**src/rtl/uart_tx.sv**
```systemverilog
// uart_tx: byte-wide UART transmitter, one-entry holding register, LSB-first serial frames.
// Define UART_TX_PARITY_EN to add an even-parity bit (start, 8 data, parity, stop).
module uart_tx #(
  parameter int CLK_FREQ  = 100_000_000,
  parameter int BAUD_RATE = 3_000_000
) (
  input  logic       clk,
  input  logic       rst,
  input  logic [7:0] data_in,
  input  logic       valid_in,
  output logic       ready_out,
  output logic       RsTx,
  output logic       busy
);

  localparam int BAUD_DIV = (CLK_FREQ + BAUD_RATE / 2) / BAUD_RATE;
  localparam int TW       = (BAUD_DIV < 2) ? 1 : $clog2(BAUD_DIV);
  localparam logic [TW-1:0] LAST_TICK = TW'(BAUD_DIV - 1);

  if (BAUD_DIV < 2) begin : gen_div_check
    $error("uart_tx: BAUD_DIV must be at least 2");
  end

`ifdef UART_TX_PARITY_EN
  typedef enum logic [2:0] {IDLE, START, DATA, PARITY, STOP} state_e;
`else
  typedef enum logic [1:0] {IDLE, START, DATA, STOP} state_e;
`endif

  state_e          state_q, state_d;
  logic [TW-1:0]   timer_q, timer_d;
  logic [2:0]      idx_q, idx_d;
  logic [7:0]      shift_q, shift_d;
  logic [7:0]      holdData_q, holdData_d;
  logic            holdValid_q, holdValid_d;
  logic            txd_q, txd_d;
  logic            ready_q, ready_d;
  logic            busy_q, busy_d;
  logic            accept, periodEnd, load;
`ifdef UART_TX_PARITY_EN
  logic            parity_q, parity_d;
`endif

  assign accept    = valid_in && ready_q;
  assign periodEnd = (timer_q == LAST_TICK);

  always_comb begin
    state_d     = state_q;
    timer_d     = timer_q;
    idx_d       = idx_q;
    shift_d     = shift_q;
    holdData_d  = holdData_q;
    holdValid_d = holdValid_q;
    txd_d       = txd_q;
    load        = 1'b0;
`ifdef UART_TX_PARITY_EN
    parity_d    = parity_q;
`endif

    case (state_q)
      IDLE: load = holdValid_q;
      START: begin
        if (periodEnd) begin
          state_d = DATA;
          timer_d = '0;
          idx_d   = 3'd0;
          txd_d   = shift_q[0];
        end else begin
          timer_d = timer_q + 1'b1;
        end
      end
      DATA: begin
        if (periodEnd) begin
          timer_d = '0;
          shift_d = shift_q >> 1;
          if (idx_q == 3'd7) begin
`ifdef UART_TX_PARITY_EN
            state_d = PARITY;
            txd_d   = parity_q;
`else
            state_d = STOP;
            txd_d   = 1'b1;
`endif
          end else begin
            idx_d = idx_q + 3'd1;
            txd_d = shift_q[1];
          end
        end else begin
          timer_d = timer_q + 1'b1;
        end
      end
`ifdef UART_TX_PARITY_EN
      PARITY: begin
        if (periodEnd) begin
          state_d = STOP;
          timer_d = '0;
          txd_d   = 1'b1;
        end else begin
          timer_d = timer_q + 1'b1;
        end
      end
`endif
      STOP: begin
        if (periodEnd) begin
          timer_d = '0;
          if (holdValid_q) begin
            load = 1'b1;
          end else begin
            state_d = IDLE;
            txd_d   = 1'b1;
          end
        end else begin
          timer_d = timer_q + 1'b1;
        end
      end
      default: begin
        state_d = IDLE;
        txd_d   = 1'b1;
      end
    endcase

    // Moving the held byte into the shifter starts a frame; it wins over the plain STOP->IDLE exit.
    if (load) begin
      shift_d     = holdData_q;
      state_d     = START;
      timer_d     = '0;
      idx_d       = 3'd0;
      txd_d       = 1'b0;
      holdValid_d = 1'b0;
`ifdef UART_TX_PARITY_EN
      parity_d    = ^holdData_q;
`endif
    end

    if (accept) begin
      holdValid_d = 1'b1;
      holdData_d  = data_in;
    end

    ready_d = !holdValid_q && !accept;
    busy_d  = holdValid_d || (state_d != IDLE);
  end

  always_ff @(posedge clk) begin
    if (!rst) begin
      state_q     <= IDLE;
      timer_q     <= '0;
      idx_q       <= 3'd0;
      shift_q     <= 8'd0;
      holdData_q  <= 8'd0;
      holdValid_q <= 1'b0;
      txd_q       <= 1'b1;
      ready_q     <= 1'b0;
      busy_q      <= 1'b0;
`ifdef UART_TX_PARITY_EN
      parity_q    <= 1'b0;
`endif
    end else begin
      state_q     <= state_d;
      timer_q     <= timer_d;
      idx_q       <= idx_d;
      shift_q     <= shift_d;
      holdData_q  <= holdData_d;
      holdValid_q <= holdValid_d;
      txd_q       <= txd_d;
      ready_q     <= ready_d;
      busy_q      <= busy_d;
`ifdef UART_TX_PARITY_EN
      parity_q    <= parity_d;
`endif
    end
  end

  assign RsTx      = txd_q;
  assign ready_out = ready_q;
  assign busy      = busy_q;

endmodule

```
**config.mk**
```make
export PLATFORM = sky130hd
export DESIGN_NAME = uart_tx
export DESIGN_NICKNAME = d
export VERILOG_FILES = /design/src/rtl/uart_tx.sv
export SDC_FILE = /design/constraint.sdc
export NUM_CORES = 1
export LEC_CHECK = 0
export CAP_MARGIN = 20
export CELL_PAD_IN_SITES_DETAIL_PLACEMENT = 1
export CELL_PAD_IN_SITES_GLOBAL_PLACEMENT = 2
export CORE_AREA = 2 2 53 105
export CTS_BUF_LIST = sky130_fd_sc_hd__clkbuf_8 sky130_fd_sc_hd__clkbuf_16
export DETAILED_ROUTE_END_ITERATION = 8
export DIE_AREA = 0 0 55 107
export MAX_ROUTING_LAYER = met4
export PLACE_DENSITY_LB_ADDON = 0.1
export SYNTH_ARGS = -nofsm -noshare
export SYNTH_HDL_FRONTEND = slang
export SYNTH_SLANG_ARGS = --single-unit
```
**constraint.sdc**
```tcl
create_clock -name clk -period 1.6 [get_ports clk]
set_clock_uncertainty 0.1 [all_clocks]
set_input_delay 0.16 -clock clk [delete_from_list [all_inputs] [get_ports clk]]
set_output_delay 0.16 -clock clk [all_outputs]
set_load 0.1 [all_outputs]
```
==> results.yml <==
route:
  dr.max_layer_used: "met4"
  routed_wl_um: 5030
  iter_0_drt_violations: 26
  vias_per_cell: 5.24
  route.antenna.remaining_nets: 0
  met1_length_um: 1570
  drtPass1Iterations: 4
  routed-wl-met3_um: 85
  drcViolationCount: 0
  vias: 1483
  wl_met2_um: 3240
  wl_per_cell_um: 17.8
worst_hold_path:
  holdPathEnd: "holdData_q[6]$_SDFFE_PN0P_"
  worst_hold_path_type: "in2reg"
  min_from: "data_in[6]"
  hold_depth: 3
clock_tree:
  tritoncts_num_sinks: 31
  clock_tree.htree_level_count: 2
  clock_tree_from_tritoncts: "done"
  numCtsBuffers: 5
  clock_insertion_delay_at_the_later_pin_of_the_skew_report_ns: 0.28
  cts.reportedPaths.clkPinSlew_ns: 0.07
  max-clock-path-buffers: 2
  clk_root_buffer_cell: "sky130_fd_sc_hd__clkbuf_8"
logic_synthesis:
  synth-edff-count: 0
  syn-num-nets: 198
  synth_warnings: 0
  netlist_top_cells_count: "sky130_fd_sc_hd__dfxtp_1 (31), sky130_fd_sc_hd__a21oi_1 (25), sky130_fd_sc_hd__nand2_1 (25)"
  yosysTopAreaCell: "sky130_fd_sc_hd__dfxtp_1"
  library_cells_used_by_synthesis: 40
  synth_top_flop_cell: "sky130_fd_sc_hd__dfxtp_1"
  synth_area_leaders: "sky130_fd_sc_hd__dfxtp_1 (40%), sky130_fd_sc_hd__a21oi_1 (8.1%), sky130_fd_sc_hd__ha_1 (7.3%)"
  asyncSetResetFlopFracSynth_pct: 0
  synth_seq_area_share_pct: 40.2
  average_cell_area_after_synthesis_um2: 8.67
  synth_area_um2: 1540
  yosys.cell_count.top_type: "sky130_fd_sc_hd__dfxtp_1"
  synth_top_area_share_pct: 40.2
  ff_latch_count_synth: 31
  syn_inst: 178
final_layout:
  layout-area-overhead-vs-synth_pct: 44.3
  antenna_diode_count: 0
  fillCellCount: 605
  layout_net_count: 244
  layout-drive-gt1-share_pct: 32.9
pwr:
  power_density_nw_per_um2: 813
  power_leakage_nw: 0.891
  irDropWorstVdd_uv: 614
timing:
  worst_slew_pin_slew_ns: 0.476
  unrepaired_setup_endpoints_after_global_routing: "yes"
  timing.max_slew.rel_slack_pct: 68.2
  fmax_ghz: 0.581
  max_slew_violation_count: 0
  setup_ws_ns: -0.122
  final_min_period_over_clock_period_pct: 108
  timing.setup.tns_ns: -1.14
  hold_ws_ns: 0.339
  timing.final.crit_period_ns: 1.72
  finalHoldViolCount: 0
  report.final.setup_viol: 18
grt:
  maximum_number_of_pins_on_one_net_before_global_route_repair: 13
  global_route_wire_length_before_repair_um: 7870
  via_count_of_the_first_global_routing_pass: 1690
  grt_usage_pct: 19.6
  grt_antenna_before_repair: 0
  sum_of_overflow_across_all_layers_after_global_routing: 0
floorplan:
  std_cell_rows: 37
  core_area_um2: 5090
  io_pins: 14
  initial_core_util_pct: 30.3
  die_w_um: 55
  dieHeight_um: 107
  design.die.area_um2: 5890
place:
  place_congestion: 0.857
  pre_cts_slack_ns: -0.0955
  hpwl_um: 3890
  port_buffers: 13
worst_setup_path:
  crit_slowest_cell: "sky130_fd_sc_hd__dfxtp_4"
  crit_path_max_fanout: 7
  worst_setup_path_start_kind: "register"
  critPathMaxStageDelay_ns: 0.38
  kind_of_cell_with_the_highest_combined_delay_on_the_critical_path: "compound AO/OA/AOI/OAI gates"
  worst_path_buf_inv: 2
  critPathRequiredTime_ns: 1.67
  setup.worst_path.class: "reg2reg"
  timing.reg2reg.setup_slack_ns: -0.12
  rr_startpoint: "state_q[0]$_SDFF_PN0_"
  timing.rr.end: "shift_q[7]$_SDFFE_PN0P_"
  endpoint_kind: "register"
  reg2reg_depth: 7
  worst-endpoint-arrival_ns: 1.79
  cell_chain_critical_path: "inv_4 -> ha_4 -> nand3b_1 -> a21boi_4 -> buf_6 -> nor2_2 -> o21a_1"
outcome:
  violations: "setup timing"
  status: "finished, violations left"
job:
  cap_violations: 0
-- cell type report --
class / instances / area, um^2 / area share, %
Inverter: 10 / 42.5 / 1.91
Clock inverter: 3 / 16.3 / 0.730
Tap cell: 58 / 72.6 / 3.26
Multi-Input combinational cell: 130 / 981 / 44.0
Sequential cell: 31 / 631 / 28.3
Timing Repair Buffer: 46 / 417 / 18.7
Clock buffer: 5 / 68.8 / 3.09
-- cells in the final DEF (no fill, tap or decap), types with 3 or more instances in the layout --
cell / synthesis / layout
sky130_fd_sc_hd__nand2_1: 25 / 24
sky130_fd_sc_hd__ha_1: 9 / 4
sky130_fd_sc_hd__o21ai_1: 2 / 5
sky130_fd_sc_hd__inv_1: 9 / 8
sky130_fd_sc_hd__mux2i_1: 7 / 7
sky130_fd_sc_hd__buf_6: 1 / 3
sky130_fd_sc_hd__a21oi_1: 25 / 22
sky130_fd_sc_hd__clkbuf_8: 0 / 5
sky130_fd_sc_hd__dfxtp_1: 31 / 27
sky130_fd_sc_hd__ha_4: 0 / 5
sky130_fd_sc_hd__clkdlybuf4s50_1: 0 / 10
sky130_fd_sc_hd__o21ai_2: 0 / 3
sky130_fd_sc_hd__xor2_1: 3 / 3
sky130_fd_sc_hd__o21ai_0: 10 / 4
sky130_fd_sc_hd__nor2_1: 13 / 12
sky130_fd_sc_hd__buf_12: 0 / 3
sky130_fd_sc_hd__buf_4: 1 / 29
sky130_fd_sc_hd__a21oi_2: 0 / 3
-- power by group --
part           total [mW]  leakage (nW)  internal (mW)  switching [mW]
sequential          0.846         0.254          0.812          0.0337
clock               0.600        0.0453          0.297           0.302
combinational       0.366         0.591          0.167           0.199
-- metal layers --
metal / vias to the layer above / GRT usage, %
met5: - / -
met4: 0 / 8.36
met3: 10 / 4.04
met2: 20 / 39.4
met1: 736 / 14.7
li1: 717 / -
-- cells by family (layout without fill, tap and decap cells) --
group | after synthesis | count (layout) | share of synthesized area (%)
compound gates | 49 | 49 | 19.4
buf+inv | 17 | 64 | 4.94
fa+ha+maj | 9 | 9 | 7.29
xor+xnor | 5 | 5 | 2.84
flops | 31 | 31 | 40.2
simple gates | 60 | 60 | 20.7
mux | 7 | 7 | 4.54
-- worst max-delay path by stage --
| stage | startpoint | endpoint | slack (ns) | cells after the start |
|---|---|---|---|---|
| 3_3_place_gp | state_q[0]$_SDFF_PN0_ | busy$_SDFF_PN0_ | -0.06 | 6 |
| 4_1_cts | state_q[0]$_SDFF_PN0_ | shift_q[7]$_SDFFE_PN0P_ | -0.07 | 7 |
| 3_5_place_dp | state_q[0]$_SDFF_PN0_ | busy$_SDFF_PN0_ | -0.1 | 6 |
| 5_1_grt | state_q[0]$_SDFF_PN0_ | shift_q[7]$_SDFFE_PN0P_ | -0.19 | 7 |
| 2_1_floorplan | idx_q[0]$_SDFFE_PP0P_ | busy$_SDFF_PN0_ | 0.001 | 7 |
| 6_report | state_q[0]$_SDFF_PN0_ | shift_q[7]$_SDFFE_PN0P_ | -0.12 | 7 |
-- timing repair --
item / in CTS / in global routing
setup buffers: 6 / 0
hold buffers: 0 / 0
setup endpoints to repair: 22 / 22
endpoints found under the hold margin: 0 / 0
cloned: 0 / 1
pin swaps: 8 / 8
resized for setup: 17 / 19
-- metrics by stage --
stage / cell area (um^2) / cells / util [%] / power, mW
global route: 2230 / 283 / 43.8 / 1.90
floorplan: 1570 / 178 / - / 1.04
detailed placement: 1960 / 268 / 38.5 / 1.19
finish: 2230 / 283 / 43.8 / 1.81
CTS: 2120 / 282 / 41.7 / 1.81
global placement: 1960 / 268 / 38.5 / 1.17
-- flip-flops by register name, indices dropped and copies added, names as in the netlist --
name,count
RsTx,1
shift_q,8
timer_q,6
idx_q,3
holdValid_q,1
busy,1
holdData_q,8
state_q,2
ready_out,1
-- worst register-to-register path, stage by stage (launching register included) --
cell and delay [ns]:
sky130_fd_sc_hd__dfxtp_4 0.38, sky130_fd_sc_hd__inv_4 0.06, sky130_fd_sc_hd__ha_4 0.28, sky130_fd_sc_hd__nand3b_1 0.13, sky130_fd_sc_hd__a21boi_4 0.31, sky130_fd_sc_hd__buf_6 0.16, sky130_fd_sc_hd__nor2_2 0.04, sky130_fd_sc_hd__o21a_1 0.16
No activity file was read; power rests on OpenSTA's default activity.
